<file path="src/rtl/i2c_target_regs_if.sv">
// i2c_target_regs_if: raw I2C pin bundle between the board bus and the target
interface i2c_target_regs_if;
  logic scl_in;
  logic sda_in;
  logic sda_oe;
  modport master (output scl_in, sda_in, input sda_oe);
  modport slave (input scl_in, sda_in, output sda_oe);
endinterface

</file>
<file path="src/rtl/i2c_target_regs.sv">
// i2c_target_regs: oversampled I2C target with a 16x8 register file and auto-incrementing pointer
module i2c_target_regs #(
  parameter logic [6:0] DEV_ADDR = 7'h50,
  parameter int REG_AW = 4
) (
  input  logic clk,
  input  logic rst,
  i2c_target_regs_if.slave bus,
  output logic busy,
  output logic wr_strobe,
  output logic [REG_AW-1:0] wr_addr,
  output logic [7:0] wr_data,
  input  logic [REG_AW-1:0] host_addr,
  output logic [7:0] host_rdata
);
  localparam int NUM_REGS = 2**REG_AW;
  typedef enum logic [3:0] {
    ST_IDLE, ST_DEV_ADDR, ST_ACK_DEV, ST_REG_ADDR, ST_ACK_REG,
    ST_WRITE, ST_ACK_WR, ST_READ, ST_MACK, ST_IGNORE
  } state_t;
  state_t state, next;
  logic [1:0] scl_sync, sda_sync;
  logic scl_p, sda_p, scl_s, sda_s;
  logic scl_rise, scl_fall, start, stop, wr_en, shifting, oe;
  logic [3:0] cnt;
  logic [7:0] sh, byte_in;
  logic [REG_AW-1:0] ptr;
  logic [7:0] regs [NUM_REGS];
  assign scl_s = scl_sync[1];
  assign sda_s = sda_sync[1];
  assign scl_rise = scl_s & ~scl_p;
  assign scl_fall = ~scl_s & scl_p;
  assign start = scl_s & scl_p & sda_p & ~sda_s;
  assign stop = scl_s & scl_p & ~sda_p & sda_s;
  assign byte_in = {sh[6:0], sda_s};
  assign shifting = state == ST_DEV_ADDR || state == ST_REG_ADDR || state == ST_WRITE;
  assign wr_en = state == ST_WRITE && scl_rise && cnt == 4'd7;
  assign busy = state != ST_IDLE;
  assign bus.sda_oe = oe;
  always_ff @(posedge clk) state <= rst ? ST_IDLE : next;
  always_comb begin
    next = state;
    if (start)
      next = ST_DEV_ADDR;
    else if (stop)
      next = ST_IDLE;
    else if (scl_rise && state == ST_MACK && sda_s)
      next = ST_IGNORE;
    else if (scl_fall)
      case (state)
        ST_DEV_ADDR: if (cnt == 4'd8) next = sh[7:1] == DEV_ADDR ? ST_ACK_DEV : ST_IGNORE;
        ST_ACK_DEV:  next = sh[0] ? ST_READ : ST_REG_ADDR;
        ST_REG_ADDR: if (cnt == 4'd8) next = ST_ACK_REG;
        ST_ACK_REG:  next = ST_WRITE;
        ST_WRITE:    if (cnt == 4'd8) next = ST_ACK_WR;
        ST_ACK_WR:   next = ST_WRITE;
        ST_READ:     if (cnt == 4'd7) next = ST_MACK;
        ST_MACK:     if (cnt == 4'd8) next = ST_READ;
        default:     next = state;
      endcase
  end
  always_ff @(posedge clk) begin
    if (rst) begin
      scl_sync <= '0;
      sda_sync <= '0;
      scl_p <= 1'b0;
      sda_p <= 1'b0;
      cnt <= '0;
      sh <= '0;
      ptr <= '0;
      oe <= 1'b0;
      regs <= '{default: '0};
      wr_strobe <= 1'b0;
      wr_addr <= '0;
      wr_data <= '0;
      host_rdata <= '0;
    end else begin
      scl_sync <= {scl_sync[0], bus.scl_in};
      sda_sync <= {sda_sync[0], bus.sda_in};
      scl_p <= scl_s;
      sda_p <= sda_s;
      wr_strobe <= wr_en;
      if (wr_en) begin
        regs[ptr] <= byte_in;
        wr_addr <= ptr;
        wr_data <= byte_in;
      end
      // forward a same-cycle bus write so the host never sees the stale byte
      host_rdata <= wr_en && ptr == host_addr ? byte_in : regs[host_addr];
      if (start) begin
        cnt <= '0;
        sh <= '0;
        oe <= 1'b0;
      end else if (stop)
        oe <= 1'b0;
      else if (scl_rise && shifting) begin
        sh <= byte_in;
        cnt <= cnt + 1'b1;
      end else if (scl_rise && state == ST_MACK && !sda_s) begin
        ptr <= ptr + 1'b1;
        cnt <= 4'd8;
      end else if (scl_fall)
        case (state)
          ST_DEV_ADDR: if (cnt == 4'd8) oe <= sh[7:1] == DEV_ADDR;
          ST_ACK_DEV: begin
            cnt <= '0;
            sh <= regs[ptr];
            oe <= sh[0] & ~regs[ptr][7];
          end
          ST_REG_ADDR: if (cnt == 4'd8) begin
            oe <= 1'b1;
            ptr <= sh[REG_AW-1:0];
          end
          ST_ACK_REG, ST_ACK_WR: begin
            oe <= 1'b0;
            cnt <= '0;
          end
          ST_WRITE: if (cnt == 4'd8) begin
            oe <= 1'b1;
            ptr <= ptr + 1'b1;
          end
          ST_READ: if (cnt == 4'd7) oe <= 1'b0;
          else begin
            sh <= {sh[6:0], 1'b0};
            oe <= ~sh[6];
            cnt <= cnt + 1'b1;
          end
          ST_MACK: if (cnt == 4'd8) begin
            sh <= regs[ptr];
            oe <= ~regs[ptr][7];
            cnt <= '0;
          end
          default: oe <= 1'b0;
        endcase
    end
  end
endmodule

</file>
<file path="src/flat_wrapper.sv">
// flat-port wrapper written by rule: the top's interface ports become plain ports
module i2c_target_regs_flat 
#(
  parameter logic [6:0] DEV_ADDR = 7'h50,
  parameter int REG_AW = 4
)
  (clk, rst, busy, wr_strobe, wr_addr, wr_data, host_addr, host_rdata, bus_scl_in, bus_sda_in, bus_sda_oe);
  i2c_target_regs_if bus_i ();
  input  logic clk;
  input  logic rst;
  output logic busy;
  output logic wr_strobe;
  output logic [REG_AW-1:0] wr_addr;
  output logic [7:0] wr_data;
  input  logic [REG_AW-1:0] host_addr;
  output logic [7:0] host_rdata;
  input wire logic [$bits(bus_i.scl_in)-1:0] bus_scl_in;
  input wire logic [$bits(bus_i.sda_in)-1:0] bus_sda_in;
  output wire logic [$bits(bus_i.sda_oe)-1:0] bus_sda_oe;
  assign bus_i.scl_in = bus_scl_in;
  assign bus_i.sda_in = bus_sda_in;
  assign bus_sda_oe = bus_i.sda_oe;
  i2c_target_regs #(.DEV_ADDR(DEV_ADDR), .REG_AW(REG_AW)) u_core (.clk(clk), .rst(rst), .bus(bus_i), .busy(busy), .wr_strobe(wr_strobe), .wr_addr(wr_addr), .wr_data(wr_data), .host_addr(host_addr), .host_rdata(host_rdata));
endmodule
</file>
<file path="config.mk">
export PLATFORM = sky130hd
export DESIGN_NAME = i2c_target_regs_flat
export DESIGN_NICKNAME = d
export VERILOG_FILES = /design/src/rtl/i2c_target_regs_if.sv /design/src/rtl/i2c_target_regs.sv /design/src/flat_wrapper.sv
export SDC_FILE = /design/constraint.sdc
export NUM_CORES = 1
export LEC_CHECK = 0
export ABC_AREA = 1
export BUFFER_PORTS_ARGS = -buffer_cell sky130_fd_sc_hd__buf_4
export CAP_MARGIN = 10
export CORE_UTILIZATION = 57
export DETAILED_ROUTE_END_ITERATION = 6
export GPL_ROUTABILITY_DRIVEN = 0
export PLACE_DENSITY = 0.77
export SYNTH_ARGS = -nofsm -noshare
export SYNTH_HDL_FRONTEND = slang
export SYNTH_SLANG_ARGS = --single-unit
</file>
<file path="constraint.sdc">
create_clock -name clk -period 1.83 [get_ports clk]
set_input_delay 0.0915 -clock clk [delete_from_list [all_inputs] [get_ports clk]]
set_output_delay 0.0915 -clock clk [all_outputs]
set_load 0.01 [all_outputs]
</file>
==> results of run 1 <==
[sequential cells by signal, summed over array words and instances (netlist names)]
signal and flops:
u_core.host_rdata 8, u_core.wr_strobe 1, u_core.sh 8, u_core.wr_data 8
u_core.bus.sda_oe 1, u_core.wr_addr 4, u_core.ptr 4, u_core.cnt 4
u_core.sda_sync 2, u_core.regs 128, u_core.scl_p 1, u_core.scl_sync 2
u_core.sda_p 1, u_core.state 4
[layer usage]
layer,global-route usage,up-vias,share of wire
met5,0,-,0.00043
met1,0.403,4571,0.41
li1,-,4636,-
met3,0.0748,117,0.094
met2,0.488,506,0.45
met4,0.158,2,0.038
[cells by family after synthesis]
kind of cell,after synthesis
buffers and inverters,293
xor gates and xnor gates,2
and+or+nand+nor,473
adders and majority gates,6
DFF,176
AOI/OAI and AO/OA,431
[worst paths after layout]
| kind | start | to | slack (ns) | cells past startpoint |
|---|---|---|---|---|
| max reg2reg | u_core.cnt[1] | u_core.regs[72] | 0.04 | 10 |
| max | u_core.cnt[1] | u_core.regs[72] | 0.04 | 10 |
| min | rst | u_core.cnt[1] | 0.05 | 4 |
| min reg2reg | u_core.sda_sync[0] | u_core.sda_sync[1] | 0.40 | 2 |
[power breakdown]
group          internal (uW)  leakage [uW]  switching, uW
Sequential              3850       0.00142           5.78
Clock                   2010      0.000284           1620
Combinational            138       0.00308            319
Total                   5990       0.00479           1950
[cell usage in the layout (no fill, tap or decap), types with 3 or more instances in the layout]
cell / count
o21ai_0: 135
nor2_2: 66
buf_12: 12
dfxtp_1: 167
buf_4: 88
nor2_1: 114
nor3_1: 4
o211ai_1: 20
nand4_1: 11
a211oi_2: 128
clkinv_1: 3
nand2_4: 4
ha_1: 5
nor2_4: 10
nand3_1: 82
nand2_2: 4
nand2_1: 157
nor2_8: 4
clkinv_2: 6
inv_2: 5
nand2_8: 16
clkbuf_16: 17
inv_1: 177
a21oi_1: 139
dfxtp_2: 9
clkinv_4: 3
a31oi_1: 3
[area by class of cell]
| cell class | count | area (um^2) |
|---|---|---|
| clock buffer | 18 | 429 |
| inverter | 186 | 701 |
| timing repair buffer | 104 | 943 |
| sequential | 176 | 3530 |
| clock inverter | 14 | 141 |
| multi-input combinational | 914 | 5840 |
| fill | 1371 | 5490 |
| tap | 225 | 282 |
[critical path: cells and delay by family, from the launching register on]
family | cells | cell delay [ns]
adder cells (fa/ha/maj) | 1 | 0.19
AO/OA/AOI/OAI | 1 | 0.04
AND/OR/NAND/NOR | 6 | 0.72
buffers and inverters | 2 | 0.35
flip-flops | 1 | 0.36
[through the flow]
step            util  power (uW)  cell area [um^2]
2_1_floorplan      -        4220             10200
3_3_place_gp   0.616        4370             10700
3_5_place_dp   0.616        4370             10700
4_1_cts        0.650        7900             11300
5_1_grt        0.684        8120             11900
6_report       0.684        7940             11900
[repair_timing]
item / CTS / global route
gates resized for setup: 2 / 118
hold buffers: 2 / 0
buffers inserted: 0 / 13
setup endpoints to repair: 125 / 164
gates cloned: 0 / 2
hold endpoints to repair: 2 / 0
pin swaps: 0 / 9
==> results_dict.tcl, run 1 <==
set metrics [dict create \
    syn-num-nets 1395 \
    synth_fa_ha_area_frac 0.00737 \
    p_per_area_nw_per_um2 669 \
    finalSetupTns_ns 0 \
    cts_tree "done" \
    synth_xor_area_frac 0.00172 \
    routedWlPerCell_um 18.4 \
    grt_use_total 0.314 \
    start_util 0.587 \
    path_max_fanout 8 \
    finalHoldWorstSlack_ns 0.0485 \
    root_buffer "clkbuf_16" \
    min_period_ns 1.79 \
    clk_pin_slew_ns 0.07 \
    worstMarginPinSlew_ns 0.736 \
    layout.cells.non_filler 1637 \
    nets 1413 \
    outcome "finished, final reports clean" \
    core-area_um2 17400 \
    critical_path_class "flop to flop" \
    cp_common_cell "nor2_4" \
    n_antenna_cell 0 \
    drive_gt1_frac 0.273 \
    clock_latency_ns 0.45 \
    hold_path_class "input pin to flop" \
    peakVddDrop_mv 0.716 \
    clock_skew_ns 0.00907 \
    synthArstFlopShare 0 \
    htreeDepth 4 \
    max_cap_violations 0 \
    period_share 0.978 \
    grt_overflow 0 \
    grt_max_degree 93 \
    drt_iter0_drc 1250 \
    ys_seq_elements 176 \
    slowest_delay_ns 0.36 \
    netlist.area_leader.share 0.346 \
    syn_area_per_cell_um2 7.37 \
    synth_common_cells "186 x nor2_1, 178 x inv_1, 176 x dfxtp_1" \
    wl_um 30100 \
    cp.arrival_ns 2.09 \
    drtAntennaViolNets 0 \
    hpwl_um 18600 \
    crit_chain "ha_2 > nand2_2 > nor2_4 > nand3_4 > buf_12 > nor2_8 > buf_4 > nand2_4 > nor2_4 > a211oi_2" \
    synthTopCellsByArea "dfxtp_1 35%, a211oi_2 16%, nor2_1 6.9%, a21oi_1 6.8%, o21ai_0 6.7%" \
    synth_most_common_cell "nor2_1" \
    via_per_inst 6.01 \
    synth_compound_area_frac 0.312 \
    place_ws_ns -0.0458 \
    fmax_mhz 558 \
    p_leak_uw 0.00479 \
    hold_violations 0 \
    required_ns 2.13 \
    clock-sinks 176 \
    grt_pass1_wl_um 44600 \
    dr.pass1.iters 6 \
    ctsLongestPathBuffers 2 \
    synth_mux_area_frac 0 \
    synth.distinct_cells 30 \
    ys.flop_type "dfxtp_1" \
    area_growth_pct 16.5 \
    cp-start-kind "flop" \
    grt_pass1_vias 8650 \
    synthSimpleGateAreaFrac 0.210 \
    dieHeight_um 136 \
    fp.dieW_um 136 \
    yosysWarnings 0 \
    cts_buffers 17 \
    endpoint_kind "flop" \
    drc_errors 0 \
    ys_seq_area_frac 0.346 \
    rows 48 \
    netlist_instances 1381 \
    synth_area_um2 10200 \
    cp_slowest_cell "dfxtp_2" \
    placed_cells 1588 \
    timing.slew.headroom 0.509 \
    setup_violations 0 \
    synth_edf_count 0 \
    slew_violations 0 \
    synth_top_family_by_area "compound AO/OA/AOI/OAI gates" \
    vias 9832 \
    dieArea_um2 18400 \
    layout_setup_ws_ns 0.0394 \
    io_pins 31 \
    numPortBuffers 30 \
    yosysTopAreaCell "dfxtp_1" \
    antenna_found_initial 1 \
]
Power figures use the tool's default switching activity.
==> run 2, diff against run 1 <==
CTS_BUF_LIST = sky130_fd_sc_hd__clkbuf_4 sky130_fd_sc_hd__clkbuf_8 sky130_fd_sc_hd__clkbuf_16   (was not set)
==> results_dict.tcl, run 2 (synthesis results as in run 1) <==
set metrics [dict create \
    fin_util 0.684 \
    worstMarginPinSlew_ns 0.730 \
    setup_violations 0 \
    grt_pass1_wl_um 44700 \
    cp_slowest_cell "dfxtp_2" \
    gr-usage-met3 0.0748 \
    hold_path_class "input pin to flop" \
    nets 1413 \
    cp_common_cell "nand2_1" \
    ctsLongestPathBuffers 2 \
    cts_tree "done" \
    critical_path_class "flop to flop" \
    outcome "finished, final reports clean" \
    p_leak_uw 0.00479 \
    fmax_mhz 562 \
    clock_latency_ns 0.44 \
    largest_register_ffs 128 \
    endpoint_kind "flop" \
    grt_overflow 0 \
    crit_chain "inv_4 > buf_4 > a21oi_1 > o21ai_0 > nand2_1 > nand2_1 > nand4_1 > nand2_1 > a21oi_1" \
    drc_errors 0 \
    r2r_slack_ns 0.05 \
    vias 9875 \
    min_period_ns 1.78 \
    clk_pin_slew_ns 0.07 \
    rows 48 \
    start_util 0.587 \
    met1_usage 0.403 \
    fillers 1369 \
    hold_violations 0 \
    n_antenna_cell 0 \
    root_buffer "clkbuf_16" \
    htreeDepth 4 \
    grt_max_degree 93 \
    wl_um 29900 \
    timing.slew.headroom 0.513 \
    cts_buffers 17 \
    drtAntennaViolNets 0 \
    dieArea_um2 18400 \
    drt_iter0_drc 1275 \
    slowest_delay_ns 0.35 \
    grt_use_total 0.314 \
    place_ws_ns -0.0458 \
    regArea_um2 3530 \
    area_growth_pct 16.6 \
    dr.pass1.iters 6 \
    clock_skew_ns 0.00804 \
    cp-start-kind "flop" \
    top_register "u_core.regs" \
    via_per_inst 6.03 \
    period_share 0.972 \
    slew_violations 0 \
    routedWlPerCell_um 18.2 \
    required_ns 2.16 \
    max_cap_violations 0 \
    path_max_fanout 18 \
    multi_input_area_um2 5840 \
    final_common_cell "inv_1" \
    cp.arrival_ns 2.11 \
    peakVddDrop_mv 0.707 \
    p_per_area_nw_per_um2 669 \
    drive_gt1_frac 0.273 \
    clock-sinks 176 \
    fp.dieW_um 136 \
    antenna_found_initial 1 \
    dieHeight_um 136 \
    core-area_um2 17400 \
    io_pins 31 \
    layout_common_cells "177 x inv_1, 167 x dfxtp_1, 157 x nand2_1" \
    grt_pass1_vias 8651 \
    layout_setup_ws_ns 0.0520 \
    busiest_layer "met2" \
    grt_util_met2 0.489 \
    numPortBuffers 30 \
    hpwl_um 18600 \
]
run 2: routing by layer:
layer  share of wire  vias up
met3           0.095      116
met1            0.41     4609
met5         0.00044        -
met2            0.46      507
li1                -     4641
met4           0.038        2
run 2: worst max-delay path, delay by kind of cell (launching register included):
kind                   cells  cell delay (ns)
AOI/OAI and AO/OA          3             0.28
buffers and inverters      2             0.45
DFF                        1             0.35
and+or+nand+nor            4             0.57
run 2: through the flow:
step	cells	hold slack, ns	cell area, um^2	TNS [ns]	power (uW)
after floorplan	1381	0.198	10200	0	4220
after global placement	1588	0.291	10700	-0.0509	4370
after detailed placement	1588	0.302	10700	-0.628	4370
after CTS	1622	0.0440	11300	-0.0267	7920
after global routing	1637	0.0659	11900	-0.453	8130
final	1637	0.0539	11900	0	7940
run 2: layout make-up:
type	count	area share
multi-input cells	914	0.492
flip-flops and latches	176	0.298
repair buffers	104	0.0795
inverters	186	0.0590
clock buffers	18	0.0365
well taps	225	0.0237
clock inverters	14	0.0119
run 2: power breakdown:
group          internal [uW]  leakage, uW  switching, uW
clock network           2020     0.000287           1610
logic                    138      0.00308            317
registers               3850      0.00142           5.78
total                   6010      0.00479           1930
run 2: repair_timing:
item	in CTS	in global routing
gates resized for setup	2	118
endpoints found under the setup margin	125	164
hold buffers	2	0
setup buffers	0	13
hold endpoints to repair	2	0
pin swaps	0	9
gates cloned	0	2
run 2: path summary, 6_finish.rpt:
kind                 startpoint                 end  cells past startpoint
max               u_core.ptr[0]        u_core.sh[1]                      9
min                         rst       u_core.cnt[1]                      4
max reg2reg       u_core.ptr[0]        u_core.sh[1]                      9
min reg2reg  u_core.sda_sync[0]  u_core.sda_sync[1]                      2
==> run 3, diff against run 2 <==
CORE_UTILIZATION = 30   (was 57)
PLACE_DENSITY = 0.48   (was 0.77)
==> results_dict.tcl, run 3 (synthesis results as in run 1) <==
set metrics [dict create \
    outcome "finished, final reports clean" \
    critical_path_class "flop to flop" \
    rows 67 \
    drt_iter0_drc 645 \
    cts_tree "done" \
    io_pins 31 \
    antenna_found_initial 0 \
    r2r_slack_ns 0.01 \
    nets 1418 \
    final_area_um2 12300 \
    grt_use_total 0.187 \
    htreeDepth 4 \
    worstReg2RegStart "u_core.cnt[0]" \
    via_per_inst 4.95 \
    p_per_area_nw_per_um2 664 \
    layout.cells.non_filler 1865 \
    clock_skew_ns 0.0158 \
    min_period_ns 1.82 \
    start_util 0.304 \
    placed_cells 1819 \
    p_clk_frac 0.471 \
    slew_violations 0 \
    numPortBuffers 30 \
    dieHeight_um 186 \
    r2r_end "u_core.regs[98]" \
    pwr-share-seq 0.473 \
    fp.dieW_um 186 \
    place_ws_ns -0.0394 \
    setup_violations 0 \
    grt_pass1_vias 8467 \
    root_buffer "clkbuf_16" \
    clock-sinks 176 \
    netSwitchingPower_uw 2020 \
    wl_um 32100 \
    max_cap_violations 0 \
    vias 9225 \
    p_comb_frac 0.056 \
    worstRegToRegCells 11 \
    layout_common_cells "177 x inv_1, 172 x dfxtp_1, 157 x nand2_1" \
    place_area_um2 11000 \
    path_max_fanout 8 \
    core-area_um2 33400 \
    hold_end "u_core.ptr[1]" \
    rsz0062_at_grt "true" \
    n_antenna_cell 0 \
    fin_util 0.367 \
    holdPathStages 4 \
    drive_gt1_frac 0.260 \
    hp-start "rst" \
    clock_latency_ns 0.45 \
    area_growth_pct 20.5 \
    drc_errors 0 \
    peakVddDrop_mv 0.635 \
    dr.pass1.iters 5 \
    grt_pass1_wl_um 48900 \
    p_int_uw 6130 \
    hold_path_class "input pin to flop" \
    ctsLongestPathBuffers 2 \
    final_common_cell "inv_1" \
    cp.arrival_ns 2.11 \
    largest_register_ffs 128 \
    timing.slew.headroom 0.326 \
    cp-start-kind "flop" \
    top_register "u_core.regs" \
    endpoint_kind "flop" \
    p_total_uw 8140 \
    drtAntennaViolNets 0 \
    routedWlPerCell_um 17.2 \
    clk_pin_slew_ns 0.07 \
    period_share 0.992 \
    dieArea_um2 34700 \
    switching_share 0.248 \
    grt_max_degree 137 \
    required_ns 2.12 \
    layout_setup_ws_ns 0.0146 \
    grt_overflow 0 \
    worstMarginPinSlew_ns 1.01 \
    cts_buffers 17 \
    hpwl_um 20700 \
    p_leak_uw 0.00492 \
    fmax_mhz 551 \
    hold_violations 0 \
]
## run 3: changes by cell type in the layout (fill, tap and decap cells not counted), moves of 4 or more
cell and change:
buf_6 +4, clkinv_2 -5, dfxtp_1 +5, dfxtp_2 -7, nand2_4 +9, nand2_8 -6, nor2_1 +20, nor2_2 -40
nor2_4 +20
## run 3: how the worst max path moves through the flow
stage                       start               to  slack [ns]  cells past startpoint
floorplan           u_core.cnt[0]  u_core.regs[85]        0.01                      9
global placement    u_core.cnt[1]  u_core.state[0]       0.004                     12
detailed placement  u_core.cnt[1]  u_core.regs[39]       -0.04                     10
CTS                 u_core.cnt[1]  u_core.regs[39]       -0.03                     10
global route        u_core.cnt[0]  u_core.regs[56]       -0.07                     10
finish              u_core.cnt[0]  u_core.regs[98]        0.01                     11
## run 3: critical path: stages (launching register included)
cell and delay, ns:
dfxtp_4 0.37, ha_4 0.14, nand2_2 0.06, nor2_1 0.09, buf_4 0.13, nand3_4 0.07, buf_12 0.16, nor2_8 0.15
buf_12 0.18, nand2_8 0.12, nor2_1 0.14, a211oi_2 0.04
## run 3: through the flow
step	hold slack, ns	setup TNS, ns
global placement	0.296	0
global route	0.0649	-3.37
floorplan	0.198	0
CTS	0.0220	-0.257
finish	0.0380	0
detailed placement	0.299	-0.545
## run 3: power groups by stage
stage	clock [uW]	combinational [uW]	sequential [uW]
after global routing	4060	498	3850
after detailed placement	0	448	3940
after global placement	0	445	3940
after CTS	3910	452	3850
after floorplan	0	275	3950
final	3840	458	3850
## run 3: layout make-up
cell class                 count  area [um^2]
fill                        3500        21200
multi-input combinational    917         5890
sequential                   176         3530
timing repair buffer         106          976
inverter                     186          701
tap                          448          561
clock buffer                  21          474
clock inverter                11          131
## run 3: repair_timing
| item | in CTS | in global routing |
|---|---|---|
| gates resized for setup | 22 | 103 |
| cloned | 1 | 4 |
| hold endpoints to repair | 2 | 0 |
| setup endpoints to repair | 90 | 152 |
| hold buffers | 2 | 0 |
| buffers inserted | 5 | 4 |
| pin swaps | 6 | 21 |
## run 3: per-layer routing
metal | global-route usage | wire length [um]
met2 | 0.308 | 15100
met4 | 0.0685 | 758
met3 | 0.0294 | 1490
met1 | 0.246 | 14800
met5 | 0 | 0
